==> config.mk <==
export PLATFORM = sky130hd
export DESIGN_NAME = if_fetch_unit
export DESIGN_NICKNAME = d
export VERILOG_FILES = /design/src/rtl/if_fetch_unit.sv
export SDC_FILE = /design/constraint.sdc
export NUM_CORES = 1
export LEC_CHECK = 0
export ABC_AREA = 1
export CAP_MARGIN = 20
export CORE_MARGIN = 4
export CORE_UTILIZATION = 35
export DETAILED_ROUTE_END_ITERATION = 10
export PLACE_DENSITY = 0.64
export RECOVER_POWER = 50
export SETUP_SLACK_MARGIN = 0.5
export SYNTH_ARGS = -nofsm -noshare
export SYNTH_HDL_FRONTEND = slang
export SYNTH_SLANG_ARGS = --single-unit
==> constraint.sdc <==
create_clock -name CLK -period 1.8 [get_ports CLK]
set_input_delay 0.45 -clock CLK [delete_from_list [all_inputs] [get_ports CLK]]
set_output_delay 0.45 -clock CLK [all_outputs]
set_load 0.05 [all_outputs]
==> src/rtl/if_fetch_unit.sv <==
// Instruction-fetch stage: owns the PC, issues variable-latency instruction
// memory requests, parks a returned word while the pipeline is stalled, and
// drives the IF/ID pipeline register consumed by the decode stage.
module if_fetch_unit #(
    parameter int unsigned            ADDR_W   = 32,
    parameter int unsigned            DATA_W   = 32,
    parameter logic [ADDR_W-1:0]      RESET_PC = '0,
    parameter logic [ADDR_W-1:0]      PC_INC   = ADDR_W'(4),
    parameter logic [DATA_W-1:0]      NOP_INS  = '0
) (
    input  logic              CLK,
    input  logic              RST_N,
    input  logic [ADDR_W-1:0] BRANCH_TARGET,
    input  logic              PC_SRC,
    input  logic              STALL,
    input  logic              FLUSH,
    output logic              IMEM_REQ,
    output logic [ADDR_W-1:0] IMEM_ADDR,
    input  logic [DATA_W-1:0] IMEM_RDATA,
    input  logic              IMEM_VALID,
    output logic [ADDR_W-1:0] NEXT_INS_ADR_OUT,
    output logic [DATA_W-1:0] CUR_INS_OUT,
    output logic              IF_ID_VALID
);

    // IDLE is a one-cycle request gap, FETCH has a request outstanding,
    // HOLD parks a returned word until the stall clears.
    typedef enum logic [1:0] {
        ST_IDLE  = 2'd0,
        ST_FETCH = 2'd1,
        ST_HOLD  = 2'd2
    } state_t;

    state_t            r_state;
    state_t            w_state_nxt;
    logic [ADDR_W-1:0] r_pc;
    logic [ADDR_W-1:0] w_pc_nxt;
    logic [ADDR_W-1:0] w_pc_inc;
    logic              r_redir_pend;
    logic              w_redir_pend_nxt;
    logic [ADDR_W-1:0] r_redir_addr;
    logic [ADDR_W-1:0] w_redir_addr_nxt;
    logic [DATA_W-1:0] r_hold_data;
    logic [DATA_W-1:0] w_hold_data_nxt;
    logic              w_deliver;
    logic [DATA_W-1:0] w_deliver_data;

    logic [ADDR_W-1:0] r_ifid_next_adr;
    logic [DATA_W-1:0] r_ifid_ins;
    logic              r_ifid_valid;

    // Sequential successor; wraps modulo 2^ADDR_W.
    assign w_pc_inc = r_pc + PC_INC;

    // Next-state, next-PC, redirect bookkeeping and delivery decision.
    always_comb begin
        // NOTE: every signal gets a default before any branch so that no path
        // leaves it unassigned; otherwise synthesis infers a latch.
        w_state_nxt      = r_state;
        w_pc_nxt         = r_pc;
        w_redir_pend_nxt = r_redir_pend;
        w_redir_addr_nxt = r_redir_addr;
        w_hold_data_nxt  = r_hold_data;
        w_deliver        = 1'b0;
        w_deliver_data   = IMEM_RDATA;

        unique case (r_state)
            ST_IDLE: begin
                // A late IMEM_VALID here belongs to an abandoned request.
                w_state_nxt = ST_FETCH;
                if (PC_SRC) begin
                    w_pc_nxt = BRANCH_TARGET;
                end
            end

            ST_FETCH: begin
                if (!IMEM_VALID) begin
                    // The address must stay stable until the memory answers,
                    // so a redirect is remembered rather than applied.
                    if (PC_SRC) begin
                        w_redir_pend_nxt = 1'b1;
                        w_redir_addr_nxt = BRANCH_TARGET;
                    end
                end else if (PC_SRC || r_redir_pend) begin
                    // Returned word is on the wrong path: drop it.
                    w_pc_nxt         = PC_SRC ? BRANCH_TARGET : r_redir_addr;
                    w_redir_pend_nxt = 1'b0;
                    w_state_nxt      = ST_IDLE;
                end else if (!STALL) begin
                    w_deliver = 1'b1;
                    w_pc_nxt  = w_pc_inc;
                end else begin
                    w_hold_data_nxt = IMEM_RDATA;
                    w_state_nxt     = ST_HOLD;
                end
            end

            ST_HOLD: begin
                w_deliver_data = r_hold_data;
                if (STALL) begin
                    w_state_nxt = ST_HOLD;
                end else if (PC_SRC) begin
                    w_pc_nxt    = BRANCH_TARGET;
                    w_state_nxt = ST_IDLE;
                end else begin
                    w_deliver   = 1'b1;
                    w_pc_nxt    = w_pc_inc;
                    w_state_nxt = ST_FETCH;
                end
            end

            default: begin
                w_state_nxt = ST_IDLE;
            end
        endcase
    end

    // Fetch-side state: FSM, PC, pending redirect and holding buffer.
    always_ff @(posedge CLK or negedge RST_N) begin
        // NOTE: registers take non-blocking assignments so every flop samples
        // pre-edge values regardless of statement order.
        if (!RST_N) begin
            r_state      <= ST_IDLE;
            r_pc         <= RESET_PC;
            r_redir_pend <= 1'b0;
            r_redir_addr <= '0;
            r_hold_data  <= NOP_INS;
        end else begin
            r_state      <= w_state_nxt;
            r_pc         <= w_pc_nxt;
            r_redir_pend <= w_redir_pend_nxt;
            r_redir_addr <= w_redir_addr_nxt;
            r_hold_data  <= w_hold_data_nxt;
        end
    end

    // IF/ID register: flush beats stall beats delivery beats bubble.
    always_ff @(posedge CLK or negedge RST_N) begin
        if (!RST_N) begin
            r_ifid_next_adr <= '0;
            r_ifid_ins      <= NOP_INS;
            r_ifid_valid    <= 1'b0;
        end else if (FLUSH) begin
            r_ifid_ins   <= NOP_INS;
            r_ifid_valid <= 1'b0;
        end else if (STALL) begin
            r_ifid_valid <= r_ifid_valid;
        end else if (w_deliver) begin
            r_ifid_next_adr <= w_pc_inc;
            r_ifid_ins      <= w_deliver_data;
            r_ifid_valid    <= 1'b1;
        end else begin
            r_ifid_ins   <= NOP_INS;
            r_ifid_valid <= 1'b0;
        end
    end

    assign IMEM_REQ         = (r_state == ST_FETCH);
    assign IMEM_ADDR        = r_pc;
    assign NEXT_INS_ADR_OUT = r_ifid_next_adr;
    assign CUR_INS_OUT      = r_ifid_ins;
    assign IF_ID_VALID      = r_ifid_valid;

endmodule

* Word-level counts from Yosys, hierarchy flattened *
Index checks and enable logic that the tools add are counted.

storage, ports and cells
  bits in registers = 164
  word-level logic and storage cells = 62
  input port bits = 70

operators by class
  multiplexer cells = 30
  bitwise operators = 4
  add/subtract/negate cells = 1
  reduce and logical (&&, ||, !) cells = 10
  eq/ne operators = 9

operator list
  kind                   number
  $mux 32                11
  $pmux 32 s3            1
  $add 32x3->32 const B  1
  $mux 1                 12
  $mux 2                 4
  $ne 2x1->1 const B     3
  $ne 3x2->1 const B     2
  $pmux 2 s3             1
  $reduce_and 3->1       2
  $reduce_and 5->1       1
  $ne 2x2->1 const B     2
  $not 1->1              4
  $reduce_and 2->1       2
  $reduce_and 4->1       1
  $reduce_bool 3->1      1
  $eq 2x1->1 const B     1
  $eq 2x2->1 const B     1
  $logic_not 2->1        1
  $pmux 1 s2             1
  $reduce_bool 2->1      1
  $logic_or 1x1->1       1

* Logic depth before layout (Yosys ltp) *
  depth after elaboration = 7
  mapped depth = 12
  gate-level depth less buffers = 12

* Worst setup path before layout *
No wires, ideal clock.

  path type = reg2reg
  start point = register r_state[1]
  end point = register r_ifid_next_adr[20], in the netlist NEXT_INS_ADR_OUT[20]
  library setup time = 0.118 ns
  buffers on the path = 2
  slack = -0.390 ns
  required time = 1.682 ns
  cell stages (with the launch flop) = 12
  arrival time = 2.073 ns
  path through = dfrtp_1 -> inv_1 -> ha_1 -> inv_1 -> nor2_4 -> nand3_1 -> o21ai_2 -> nand2_2 -> buf_4 -> buf_2 -> nand2_1 -> nand2_1

on the way
  word-level cells in the longest chain between the ends = 3

ends and longest elaborated chain
  item                        line  source
  from (decl)                 34    state_t r_state;
  from (signal assigned)      129   r_state <= w_state_nxt;
  $eq 2x1->1                  n/a
  named net IMEM_REQ          17    output logic IMEM_REQ,
  $pmux 1 s2                  67    unique case (r_state)
  $reduce_and 3->1 (no line)  n/a
  to (signal assigned)        149   r_ifid_next_adr <= w_pc_inc;
  to (decl)                   48    logic [ADDR_W-1:0] r_ifid_next_adr;

The timed path passes the listed nets, and every way through them passes these cells.
A chain may end at the register's enable or synchronous reset.

* Final worst setup path *
  start point = register r_state[0]
  end point = register r_pc[20], in the netlist IMEM_ADDR[20]

on the way
  word-level cells in the longest chain between the ends = 3

ends and longest elaborated chain
  item                                          line  source
  $eq 2x1->1 (tied with other cells)            67
  $ne 3x2->1 (no line) (tied with other cells)  n/a
  $reduce_and 5->1 (no line)                    n/a
  to (signal assigned)                          130   r_pc <= w_pc_nxt;
  to (decl)                                     36    logic [ADDR_W-1:0] r_pc;

Parallel ways exist; a longest one is shown, timed or not.

==> impl_results.md <==
- Critical path's largest stage delay: 0.40 ns
- Most frequent cells in the layout: nand2_1 (355), dfrtp_1 (140), inv_1 (121)
- Die area: 27400 µm²
- CTS Buf Count: 17
- R2R cell count: 12
- Final worst path period need: 1.79 ns
- Ys Warns: 0
- Status: finished, final reports clean
- Top Layer Used: met5
- Grt ovf: 0
- First DRT Iteration DRCs: 642
- Pleak: 6.01 nW
- Vias in the first global route: 7844
- Vias per cell: 4.98
- Post-synth cell types: 37
- Critical path endpoint category: flop
- Critical path origin: r_state[0]
- Die Wd: 166 µm
- Endpoints failing hold: 0
- Port-buffer cells: 167
- Antenna Cells: 0
- Critical Path RT: 2.10 ns
- Peak supply drop: 871 µV
- Sequential area share after synthesis: 0.472
- Wire per inst: 16.6 µm
- CTS clock-pin slew for the worst setup and hold paths: 0.07 ns
- Yosys reg bits: 164
- Final nets: 1469
- RSZ-0062 raised after global routing: yes
- Clock Path Buffers: 2
- Cell Rows: 57
- IO Pins: 168
- Post-synth design cell area: 8690 µm²
- Max-cap violations: 0
- WL met3: 2.08 mm
- Least-Margin Pin Slew: 0.850 ns
- Min-Delay Endpoint: NEXT_INS_ADR_OUT[17]
- Most common cell after layout, fill and taps aside: nand2_1
- Mean post-synth cell area: 7.37 µm²
- Routed wl met2: 13.5 mm
- CTS tree: done
- Hold-critical path depth: 2
- HP Start: NEXT_INS_ADR_OUT[17]
- Setup Skew: 0.00921 ns
- Drc violations: 0
- Clk root buf: clkbuf_16
- Utilization after layout: 0.521
- Starting Density: 0.356
- RD Place Congestion: 0.903
- Slowest CP cell: dfrtp_1
- Layout area overhead: 46.1%
- Mapped Cells: 1179
- Final period util: 0.997
- Largest net degree at the start of global routing: 65
- Startpoint types: flop
- WS Path Type: flop to flop
- Crit Reg-Reg Endpoint: IMEM_ADDR[20]
- Routed Antenna Nets: 0
- Die height: 166 µm
- F_max: 0.557 GHz
- Slew Limit Fails: 0
- Clk sink count: 164
- Total wire length: 28.8 mm
- Syn nets: 1255
- Worst slack, placed: -0.227 ns
- First-pass GRT wire length: 42.3 mm
- Reg-to-Reg Start: r_state[0]
- Min-Delay Path Class: flop to flop
- Setup violators final: 0
- PD cells: 1820 nW/µm²
- Tot GR Track Use: 0.196
- Worst Path Arrival: 2.10 ns
- Max transition margin: 0.433
- Layout cells sized above 1: 0.251
- Skew-Pair Late Insertion Delay: 0.43 ns
- CP cell instances: buf_6 > ha_4 > inv_4 > nor2_4 > nand2_2 > nand2_2 > nor2_4 > inv_6 > buf_12 > buf_16 > nand2_1 > nand2_1
- Wl on met1: 12.5 mm
- PnR worst setup slack: 0.00540 ns
- Crit Path Max Fanout: 21
- DR pass1 iterations: 5
- Core ar.: 24400 µm²
- DPL Wire Length: 17.7 mm
- R2r setup slk: 0.005 ns
- CTS H-Tree Depth: 4
- Vias post-DR: 8613
- Initial antenna violation count: 1
-- sequential cells by signal (all words and copies together) (netlist names) --
| register | cells |
|---|---|
| CUR_INS_OUT | 32 |
| NEXT_INS_ADR_OUT | 32 |
| r_redir_pend | 1 |
| r_state | 2 |
| r_hold_data | 32 |
| IF_ID_VALID | 1 |
| IMEM_ADDR | 32 |
| r_redir_addr | 32 |
-- power breakdown --
group	switching, mW	internal (mW)
Clock	1.70	2.28
Sequential	1.13	5.06
Combinational	7.63	5.26
Total	10.5	12.6
-- synthesized netlist by cell type, drive strengths merged --
cell	number	area, µm²
o211ai	36	270
o221ai	1	8.76
buf	27	174
ha	6	75.1
a22oi	1	7.51
inv	131	492
o21ai	188	945
nor2	103	447
clkinv	1	3.75
o2111ai	1	8.76
a21boi	1	7.51
nand3b	6	45.0
xnor2	3	26.3
or2	1	6.26
nor3	1	5.00
o22ai	4	25.0
xor2	7	61.3
nand3	19	100
nand2	400	1520
and2	2	12.5
a31oi	1	6.26
dfrtp	164	4100
o21bai	3	22.5
a21oi	37	185
clkbuf	35	134
-- what timing repair did --
item / in CTS / in global routing
endpoints found under the setup margin: 260 / 261
resized for setup: 50 / 156
hold buffers: 1 / 0
pin swaps: 8 / 19
hold endpoints to repair: 26 / 0
setup buffers: 12 / 9
cloned: 9 / 10
-- logic make-up (layout without fill, tap and decap cells) --
logic type	count (synthesis)	after routing	share of synthesized area
flip-flops	164	164	0.472
AO/OA/AOI/OAI	273	273	0.171
buffers and inverters	194	421	0.0925
AND/OR/NAND/NOR	532	532	0.245
XOR/XNOR	10	10	0.0101
adder cells (fa/ha/maj)	6	6	0.00864
-- routing by layer --
metal	vias to the layer above	GRT usage
met2	337	0.312
met5	-	0
met3	52	0.0385
li1	4203	-
met1	4019	0.272
met4	2	0.0596
-- layout make-up --
type / instances / area [µm²]
Multi-Input combinational cell: 821 / 4180
Clock buffer: 18 / 439
Sequential cell: 164 / 4130
Fill cell: 2342 / 11700
Clock inverter: 14 / 190
Timing Repair Buffer: 257 / 2820
Inverter: 132 / 526
Tap cell: 324 / 405
-- metrics by stage --
| stage | instance area [µm²] | power [mW] | hold WS, ns | setup TNS (ns) | std cells |
|---|---|---|---|---|---|
| floorplan | 8890 | 13.0 | 0.154 | 0 | 1179 |
| finish | 12700 | 23.1 | 0.472 | 0 | 1730 |
| global placement | 11000 | 16.4 | 0.358 | -11.91 | 1657 |
| CTS | 12200 | 22.0 | 0.478 | 0 | 1711 |
| detailed placement | 11000 | 16.6 | 0.362 | -15.68 | 1657 |
| global route | 12700 | 24.5 | 0.496 | -4.44 | 1730 |
-- worst max-delay path: cells and delay by family, from the launching register on --
kind	cells	cell delay (ns)
AND/OR/NAND/NOR	6	0.49
flip-flops	1	0.40
buffers and inverters	5	0.60
adder cells (fa/ha/maj)	1	0.18
-- worst max path at each step --
stage | endpoint | cells after the start | slack (ns)
after floorplan | NEXT_INS_ADR_OUT[11] | 11 | 0.14
after global placement | IMEM_ADDR[29] | 9 | -0.16
after detailed placement | CUR_INS_OUT[12] | 9 | -0.23
after CTS | IMEM_REQ | 3 | 0.05
after global routing | r_hold_data[31] | 10 | -0.1
final | IMEM_ADDR[20] | 12 | 0.005
No activity file was read; power rests on OpenSTA's default activity.
